[src/rtl/mem_arbiter_if.sv]
// mem_arbiter_if: CPU port (c_*), debug/loader port (d_*), memory port (m_*)
// and arbiter status (busy, owner) bundled for the two-master memory arbiter.
// slave  = the arbiter's view; master = the view of the surrounding system.
interface mem_arbiter_if #(
  parameter int ADDR_W = 32,
  parameter int DATA_W = 32
);
  // CPU port
  logic              c_req;
  logic              c_we;
  logic [ADDR_W-1:0] c_addr;
  logic [DATA_W-1:0] c_wd;
  logic [DATA_W-1:0] c_rd;
  logic              c_ack;
  // debug/loader port
  logic              d_req;
  logic              d_we;
  logic [ADDR_W-1:0] d_addr;
  logic [DATA_W-1:0] d_wd;
  logic [DATA_W-1:0] d_rd;
  logic              d_ack;
  // memory port
  logic              m_en;
  logic              m_we;
  logic [ADDR_W-1:0] m_addr;
  logic [DATA_W-1:0] m_wd;
  logic [DATA_W-1:0] m_rd;
  // status
  logic              busy;
  logic              owner;

  modport slave (
    input  c_req, c_we, c_addr, c_wd,
    input  d_req, d_we, d_addr, d_wd,
    input  m_rd,
    output c_rd, c_ack, d_rd, d_ack,
    output m_en, m_we, m_addr, m_wd,
    output busy, owner
  );

  modport master (
    output c_req, c_we, c_addr, c_wd,
    output d_req, d_we, d_addr, d_wd,
    output m_rd,
    input  c_rd, c_ack, d_rd, d_ack,
    input  m_en, m_we, m_addr, m_wd,
    input  busy, owner
  );
endinterface

[src/rtl/mem_arbiter.sv]
// mem_arbiter: shares one memory port between the CPU (C) and a debug/loader
// master (D). One transaction at a time: IDLE -> ISSUE -> WAIT x MEM_LAT -> RESP.
// Build option: define DEBUG_PRIO_EN for fixed priority (D beats C on a tie);
// without it, ties are resolved round-robin against the last grant.
module mem_arbiter #(
  parameter int ADDR_W  = 32,
  parameter int DATA_W  = 32,
  parameter int MEM_LAT = 1
) (
  input  logic         clk,
  input  logic         rst,
  mem_arbiter_if.slave bus
);

  typedef enum logic [1:0] {S_IDLE, S_ISSUE, S_WAIT, S_RESP} state_t;

  state_t            state;
  state_t            state_nxt;
  logic [3:0]        lat_cnt;
  logic              last;       // last grant: 0=C, 1=D
  logic              any_req;
  logic              grant_d;    // arbitration result: 1 selects D
  logic              sel_we;
  logic [ADDR_W-1:0] sel_addr;
  logic [DATA_W-1:0] sel_wd;

  assign any_req = bus.c_req | bus.d_req;

`ifdef DEBUG_PRIO_EN
  // D wins whenever it requests; C can be starved by a persistent d_req.
  assign grant_d = bus.d_req;
`else
  // D wins if alone, or on a tie when C was served last.
  assign grant_d = bus.d_req & (~bus.c_req | ~last);
`endif

  assign sel_we   = grant_d ? bus.d_we   : bus.c_we;
  assign sel_addr = grant_d ? bus.d_addr : bus.c_addr;
  assign sel_wd   = grant_d ? bus.d_wd   : bus.c_wd;

  // State register
  always_ff @(posedge clk or posedge rst) begin
    if (rst) begin
      state <= S_IDLE;
    end else begin
      // NOTE: non-blocking so every flop samples pre-edge values, whatever the block order.
      state <= state_nxt;
    end
  end

  // Next-state logic
  always_comb begin
    // NOTE: default first so no path leaves state_nxt unassigned (no latch).
    state_nxt = state;
    unique case (state)
      S_IDLE:  if (any_req) state_nxt = S_ISSUE;
      S_ISSUE: state_nxt = S_WAIT;
      S_WAIT:  if (lat_cnt == 4'd0) state_nxt = S_RESP;
      S_RESP:  state_nxt = S_IDLE;
      default: state_nxt = S_IDLE;
    endcase
  end

  // Outputs decoded from state: strobe, acks and busy
  always_comb begin
    bus.m_en  = (state == S_ISSUE);
    bus.busy  = (state != S_IDLE);
    bus.c_ack = (state == S_RESP) & ~bus.owner;
    bus.d_ack = (state == S_RESP) &  bus.owner;
  end

  // Datapath: latch the winner, run the latency counter, capture read data
  always_ff @(posedge clk or posedge rst) begin
    if (rst) begin
      bus.m_we   <= 1'b0;
      bus.m_addr <= '0;
      bus.m_wd   <= '0;
      bus.c_rd   <= '0;
      bus.d_rd   <= '0;
      bus.owner  <= 1'b1;
      last       <= 1'b1;      // C wins the first tie
      lat_cnt    <= 4'd0;
    end else begin
      unique case (state)
        S_IDLE: begin
          if (any_req) begin
            bus.m_we   <= sel_we;
            bus.m_addr <= sel_addr;
            bus.m_wd   <= sel_wd;
            bus.owner  <= grant_d;
            last       <= grant_d;
          end
        end
        S_ISSUE: begin
          lat_cnt <= 4'(MEM_LAT - 1);
        end
        S_WAIT: begin
          if (lat_cnt == 4'd0) begin
            // m_rd is valid this cycle; writes leave both rd registers alone
            if (!bus.m_we) begin
              if (bus.owner) bus.d_rd <= bus.m_rd;
              else           bus.c_rd <= bus.m_rd;
            end
          end else begin
            lat_cnt <= lat_cnt - 4'd1;
          end
        end
        default: ;
      endcase
    end
  end

  // The 4-bit latency counter only covers 1..15 cycles
  a_mem_lat_range: assert property (@(posedge clk) disable iff (rst)
    (MEM_LAT >= 1 && MEM_LAT <= 15))
    else $error("mem_arbiter: MEM_LAT=%0d outside 1..15", MEM_LAT);

endmodule
[src/flat_wrapper.sv]
// flat-port wrapper written by rule: the top's interface ports become plain ports
module mem_arbiter_flat 
#(
  parameter int ADDR_W  = 32,
  parameter int DATA_W  = 32,
  parameter int MEM_LAT = 1
)
  (clk, rst, bus_c_req, bus_c_we, bus_c_addr, bus_c_wd, bus_d_req, bus_d_we, bus_d_addr, bus_d_wd, bus_m_rd, bus_c_rd, bus_c_ack, bus_d_rd, bus_d_ack, bus_m_en, bus_m_we, bus_m_addr, bus_m_wd, bus_busy, bus_owner);
  mem_arbiter_if #(.ADDR_W(ADDR_W), .DATA_W(DATA_W)) bus_i ();
  input  logic clk;
  input  logic rst;
  input wire logic [$bits(bus_i.c_req)-1:0] bus_c_req;
  input wire logic [$bits(bus_i.c_we)-1:0] bus_c_we;
  input wire logic [$bits(bus_i.c_addr)-1:0] bus_c_addr;
  input wire logic [$bits(bus_i.c_wd)-1:0] bus_c_wd;
  input wire logic [$bits(bus_i.d_req)-1:0] bus_d_req;
  input wire logic [$bits(bus_i.d_we)-1:0] bus_d_we;
  input wire logic [$bits(bus_i.d_addr)-1:0] bus_d_addr;
  input wire logic [$bits(bus_i.d_wd)-1:0] bus_d_wd;
  input wire logic [$bits(bus_i.m_rd)-1:0] bus_m_rd;
  output wire logic [$bits(bus_i.c_rd)-1:0] bus_c_rd;
  output wire logic [$bits(bus_i.c_ack)-1:0] bus_c_ack;
  output wire logic [$bits(bus_i.d_rd)-1:0] bus_d_rd;
  output wire logic [$bits(bus_i.d_ack)-1:0] bus_d_ack;
  output wire logic [$bits(bus_i.m_en)-1:0] bus_m_en;
  output wire logic [$bits(bus_i.m_we)-1:0] bus_m_we;
  output wire logic [$bits(bus_i.m_addr)-1:0] bus_m_addr;
  output wire logic [$bits(bus_i.m_wd)-1:0] bus_m_wd;
  output wire logic [$bits(bus_i.busy)-1:0] bus_busy;
  output wire logic [$bits(bus_i.owner)-1:0] bus_owner;
  assign bus_i.c_req = bus_c_req;
  assign bus_i.c_we = bus_c_we;
  assign bus_i.c_addr = bus_c_addr;
  assign bus_i.c_wd = bus_c_wd;
  assign bus_i.d_req = bus_d_req;
  assign bus_i.d_we = bus_d_we;
  assign bus_i.d_addr = bus_d_addr;
  assign bus_i.d_wd = bus_d_wd;
  assign bus_i.m_rd = bus_m_rd;
  assign bus_c_rd = bus_i.c_rd;
  assign bus_c_ack = bus_i.c_ack;
  assign bus_d_rd = bus_i.d_rd;
  assign bus_d_ack = bus_i.d_ack;
  assign bus_m_en = bus_i.m_en;
  assign bus_m_we = bus_i.m_we;
  assign bus_m_addr = bus_i.m_addr;
  assign bus_m_wd = bus_i.m_wd;
  assign bus_busy = bus_i.busy;
  assign bus_owner = bus_i.owner;
  mem_arbiter #(.ADDR_W(ADDR_W), .DATA_W(DATA_W), .MEM_LAT(MEM_LAT)) u_core (.clk(clk), .rst(rst), .bus(bus_i));
endmodule
[config.mk]
export PLATFORM = sky130hd
export DESIGN_NAME = mem_arbiter_flat
export DESIGN_NICKNAME = d
export VERILOG_FILES = /design/src/rtl/mem_arbiter_if.sv /design/src/rtl/mem_arbiter.sv /design/src/flat_wrapper.sv
export SDC_FILE = /design/constraint.sdc
export NUM_CORES = 1
export LEC_CHECK = 0
export CORE_MARGIN = 2
export CORE_UTILIZATION = 40
export DETAILED_ROUTE_END_ITERATION = 8
export PLACE_DENSITY = 0.8
export SYNTH_ARGS = -nofsm -noshare
export SYNTH_HDL_FRONTEND = slang
export SYNTH_SLANG_ARGS = --single-unit
[constraint.sdc]
create_clock -name clk -period 4.58 [get_ports clk]
set_input_delay 0.458 -clock clk [delete_from_list [all_inputs] [get_ports clk]]
set_output_delay 0.458 -clock clk [all_outputs]
set_load 0.01 [all_outputs]
After elaboration in Yosys (flattened, before gate mapping)
Index checks and enable logic that the tools add are counted.
{"block": "totals", "out_inout_bits": 134, "input_bits": 166, "reg_bits": 136}
{"block": "op_classes", "n_reduce_logical": 9, "mux": 8, "bitwise_logic": 8, "n_addsub": 1, "eq_ne": 6}
{"op": "32-bit 2-to-1 mux", "n": 2}
{"op": "2-bit one-hot mux with 4 select lines", "n": 1}
{"op": "4-bit one-hot mux with 2 select lines", "n": 1}
{"op": "4-bit AND reduction", "n": 2}
{"op": "2-bit AND reduction", "n": 3}
{"op": "2-bit == test, second input constant", "n": 2}
{"op": "4-bit logical NOT", "n": 1}
{"op": "2-bit 2-to-1 mux", "n": 2}
{"op": "4-bit 2-to-1 mux", "n": 1}
{"op": "2-bit by 1-bit != test with 1-bit output, second input constant", "n": 2}
{"op": "2-bit nonzero test", "n": 2}
{"op": "4-bit by 1-bit subtractor with 4-bit output, second input constant", "n": 1}
{"op": "1-bit bitwise AND", "n": 3}
{"op": "1-bit inverter", "n": 3}
{"op": "2-bit by 1-bit == test with 1-bit output, second input constant", "n": 1}
{"op": "2-bit logical NOT", "n": 1}
{"op": "2-bit != test, second input constant", "n": 1}
{"op": "1-bit bitwise OR", "n": 2}
{"op": "1-bit 2-to-1 mux", "n": 1}

Depth between registers and ports, before layout
{"block": "logic_depth", "word_depth": 4, "mapped_depth": 7, "mapped_depth_nobuf": 5}

Least setup slack after synthesis
OpenSTA, ideal clock, no wires.
{"block": "synth_path", "kind": "register to register", "start": "register u_core.lat_cnt[0]", "end": "register u_core.bus.c_rd[0]", "setup_slack_ns": 2.409, "period_less_slack_ns": 2.171, "setup_ns": 0.125, "stages_incl_launch_ff": 8, "arrival_ns": 2.046, "path_cell_list": "dfrtp_1 inv_1 ha_1 or3b_4 or4b_4 buf_6 buf_12 mux2_4"}
{"block": "synth_via", "elab_chain_cells": 2}
{"element": "start: declaration", "line_no": "mem_arbiter.sv:19", "text": "logic [3:0] lat_cnt;"}
{"element": "start signal: assignment", "line_no": "mem_arbiter.sv:95", "text": "lat_cnt <= 4'(MEM_LAT - 1);"}
{"element": "start signal: assignment", "line_no": "mem_arbiter.sv:105", "text": "lat_cnt <= lat_cnt - 4'd1;"}
{"element": "4-bit logical NOT", "line_no": "mem_arbiter.sv:98", "text": "if (lat_cnt == 4'd0) begin"}
{"element": "4-bit AND reduction (no line)"}
{"element": "end signal: assignment", "line_no": "mem_arbiter.sv:102", "text": "else bus.c_rd <= bus.m_rd;"}
{"element": "end: declaration", "line_no": "mem_arbiter_if.sv:36", "text": "output c_rd, c_ack, d_rd, d_ack,"}
Every way passes these cells.
A chain may end at the register's enable or synchronous reset.

Worst setup path after layout
{"block": "layout_path", "start": "register u_core.lat_cnt[0]", "end": "register u_core.bus.c_rd[27]"}
Same word-level chain as after synthesis.

==> impl_metrics.py <==
metrics = {
    "job": {
        "drv_cap": 0,
    },
    "sta": {
        "setup_violations": 0,
        "period_share": 0.530,
        "fin_skew_ns": 0.00566,
        "holdWs_ns": 0.412,
        "rsz0062_at_grt": "no",
        "period_minus_slack_ns": 2.43,
        "relSlewSlack": 0.195,
        "setup_slack_ns": 2.15,
        "finalSetupTns_ns": 0,
        "finalHoldViolCount": 0,
        "fmax_ghz": 0.412,
        "slew_violations": 0,
        "worst_pin_slew_ns": 1.20,
    },
    "critical_path": {
        "arrival_ns": 2.72,
        "path_cells": "inv_1 > ha_1 > or3b_4 > or4b_4 > mux2_4",
        "startpoint_type": "register",
        "max_stage_delay_ns": 0.80,
        "worst_path_max_delay_cell": "or4b_4",
        "required_ns": 4.88,
        "critPathTopFamily": "simple AND/OR/NAND/NOR gates",
        "worst-setup-path-type": "register to register",
        "endpoint_kind": "register",
        "crit_buf_inv": 1,
        "cp_max_fo": 32,
    },
    "synthesis": {
        "ys_types": 33,
        "syn_avg_cell_area_um2": 10.9,
        "yosys_warnings": 0,
        "netlist_instances": 538,
        "yosysTopAreaCell": "dfrtp_1",
        "synth_fp_nets": 710,
        "yosysTopAreaCellShare": 0.573,
        "synth_area_leaders": "dfrtp_1, nand2_1, mux2_4, a31oi_1, mux2_2",
        "yosysSeqAreaShare": 0.578,
        "syn-cell-area_um2": 5890,
        "synth_seq_cells": 136,
    },
    "power": {
        "p_comb_frac": 0.453,
        "vdd_drop_max_v": 0.000297,
        "leakagePower_uw": 0.00414,
        "seqPwrFrac": 0.326,
        "powerDensity_nw_per_um2": 685,
        "p_switching_uw": 2080,
        "intPower_uw": 4510,
        "p_clk_frac": 0.221,
        "switching_share": 0.316,
    },
    "global_route": {
        "grtUsageTotal": 0.220,
        "grt_max_degree": 93,
        "grt_antenna_before_repair": 0,
        "grt-ovfl-total": 0,
        "grt_pass1_vias": 4882,
        "grt_pass1_wl_mm": 26.9,
    },
    "placed_design": {
        "place_ws_ns": 1.76,
        "hpwl_mm": 12.2,
        "port_buffers": 299,
        "globalplace.congestion": 0.806,
        "post-place-cells": 992,
    },
    "hold_path": {
        "worstHoldPathType": "input port to asynchronous set/reset pin",
    },
    "clock_network": {
        "postCtsSetupBuffers": 0,
        "cts_buffer_depth": 2,
        "root_buffer": "clkbuf_16",
        "cts_made_buffers": 17,
        "cts_num_sinks": 136,
        "clk_latency_ns": 0.42,
        "hold_buffers": 0,
        "cts-resized-gates": 0,
        "clkTransAtPathRegs_ns": 0.06,
        "cts_tree": "built",
        "htree_num_levels": 4,
    },
    "route": {
        "ant_nets": 0,
        "vias_per_cell": 4.87,
        "finalWirelength_mm": 16.9,
        "routedWlPerCell_um": 16.5,
        "dr.pass1.iters": 4,
        "drtIter0Drc": 221,
        "num_vias": 4985,
        "drc": 0,
    },
    "layout": {
        "final_nets": 999,
        "post-route-util": 0.665,
        "drive_above_1_share": 0.133,
        "final_cells": 1023,
        "diodes": 0,
        "area_growth_pct": 63.4,
    },
    "die": {
        "die_h_um": 125,
        "pin_count": 300,
        "num_rows": 44,
        "dieArea_um2": 15700,
        "initial_core_util": 0.407,
        "die_w_um": 125,
        "core_region_area_um2": 14500,
    },
    "run_status": {
        "outcome": "finished clean",
    },
}
-- metal layers --
metal	GRT usage	share of wire	up-vias
met5	0	0	-
met2	0.363	0.49	228
li1	-	-	2407
met3	0.0689	0.076	23
met4	0.0810	0.020	0
met1	0.273	0.41	2327
-- cell usage in the layout (no fill, tap or decap), drive strengths merged --
master         count
or3b               1
dfstp              1
clkdlybuf4s50    299
a311o              1
or4b               1
nor2              65
a21boi             1
mux2i              2
a21bo              1
mux2              65
clkinvlp           2
nor3b              2
o21a               1
o21ai              2
ha                 6
nand2            134
clkinv             4
inv                7
buf                7
a21oi              2
and2               1
or3                1
nor2b              1
and2b              1
nor3               1
nand2b             2
clkbuf            20
nor4b              1
and3b              1
dfrtp            135
bufinv             4
a31oi             66
o32a               1
-- sequential cells by signal, summed over array words and instances (netlist names) --
name and cells:
u_core.bus.c_rd 32, u_core.bus.d_rd 32, u_core.bus.m_addr 32, u_core.bus.m_wd 32, u_core.bus.m_we 1, u_core.last 1, u_core.lat_cnt 4, u_core.state 2
-- cell type report --
| class | instances | area (um2) |
|---|---|---|
| Sequential cell | 136 | 3400 |
| Fill cell | 1118 | 4850 |
| Timing Repair Buffer | 306 | 3050 |
| Multi-Input combinational cell | 360 | 2290 |
| Clock inverter | 11 | 171 |
| Inverter | 6 | 27.5 |
| Tap cell | 184 | 230 |
| Clock buffer | 20 | 457 |
-- metrics by stage --
stage               total power (uW)  cell area (um2)
global route                    6970             9630
CTS                             6660             9630
finish                          6590             9630
detailed placement              5180             9000
floorplan                       3540             5890
global placement                5110             9000
-- worst paths after layout --
path                            cells after the start              start               endpoint  slack, ns
worst max-delay path                                5  u_core.lat_cnt[0]    u_core.bus.c_rd[27]       2.15
worst min-delay path                                2                rst        u_core.state[0]       0.41
worst max register to register                      5  u_core.lat_cnt[0]    u_core.bus.c_rd[27]       2.15
worst min register to register                      1  u_core.lat_cnt[0]      u_core.lat_cnt[0]       0.50
max in group asynchronous                           3                rst  u_core.bus.m_addr[22]       3.19
min in group clk                                    1  u_core.lat_cnt[0]      u_core.lat_cnt[0]       0.50
-- kinds of logic after synthesis --
group	count (synthesis)	share of synthesized area
adders and majority gates	6	0.0127
AOI/OAI and AO/OA	75	0.0811
and+or+nand+nor	212	0.144
DFF	136	0.578
buffers and inverters	42	0.0370
muxes	67	0.147
-- Yosys cell counts --
master,number
a31oi_1,66
and3b_2,1
nor2b_1,1
ha_1,6
a21boi_0,1
nor3_1,1
mux2_2,35
buf_12,3
inv_1,6
clkbuf_1,25
or3b_4,1
buf_1,4
nor2_1,65
a311o_1,1
o21a_1,1
o21ai_0,2
nor3b_1,2
o32a_1,1
dfrtp_1,135
or3_1,1
and2_1,1
nor4b_1,1
and2b_2,1
buf_6,1
mux2_4,30
dfstp_2,1
nand2_1,134
mux2i_1,2
a21oi_1,2
a21bo_2,1
buf_2,3
or4b_4,1
nand2b_1,2
-- worst reg2reg max path, cell delays in order (launching register included) --
cell	delay (ns)
dfrtp_1	0.40
inv_1	0.07
ha_1	0.19
or3b_4	0.42
or4b_4	0.80
mux2_4	0.43
-- power groups by stage --
stage / Combinational, uW / Clock [uW] / Sequential (uW)
floorplan: 1140 / 0 / 2400
global placement: 2970 / 0 / 2140
detailed placement: 3010 / 0 / 2170
CTS: 3030 / 1480 / 2150
global route: 3210 / 1530 / 2230
finish: 2990 / 1450 / 2150
Note: power is estimated with default switching activity, not from simulation.
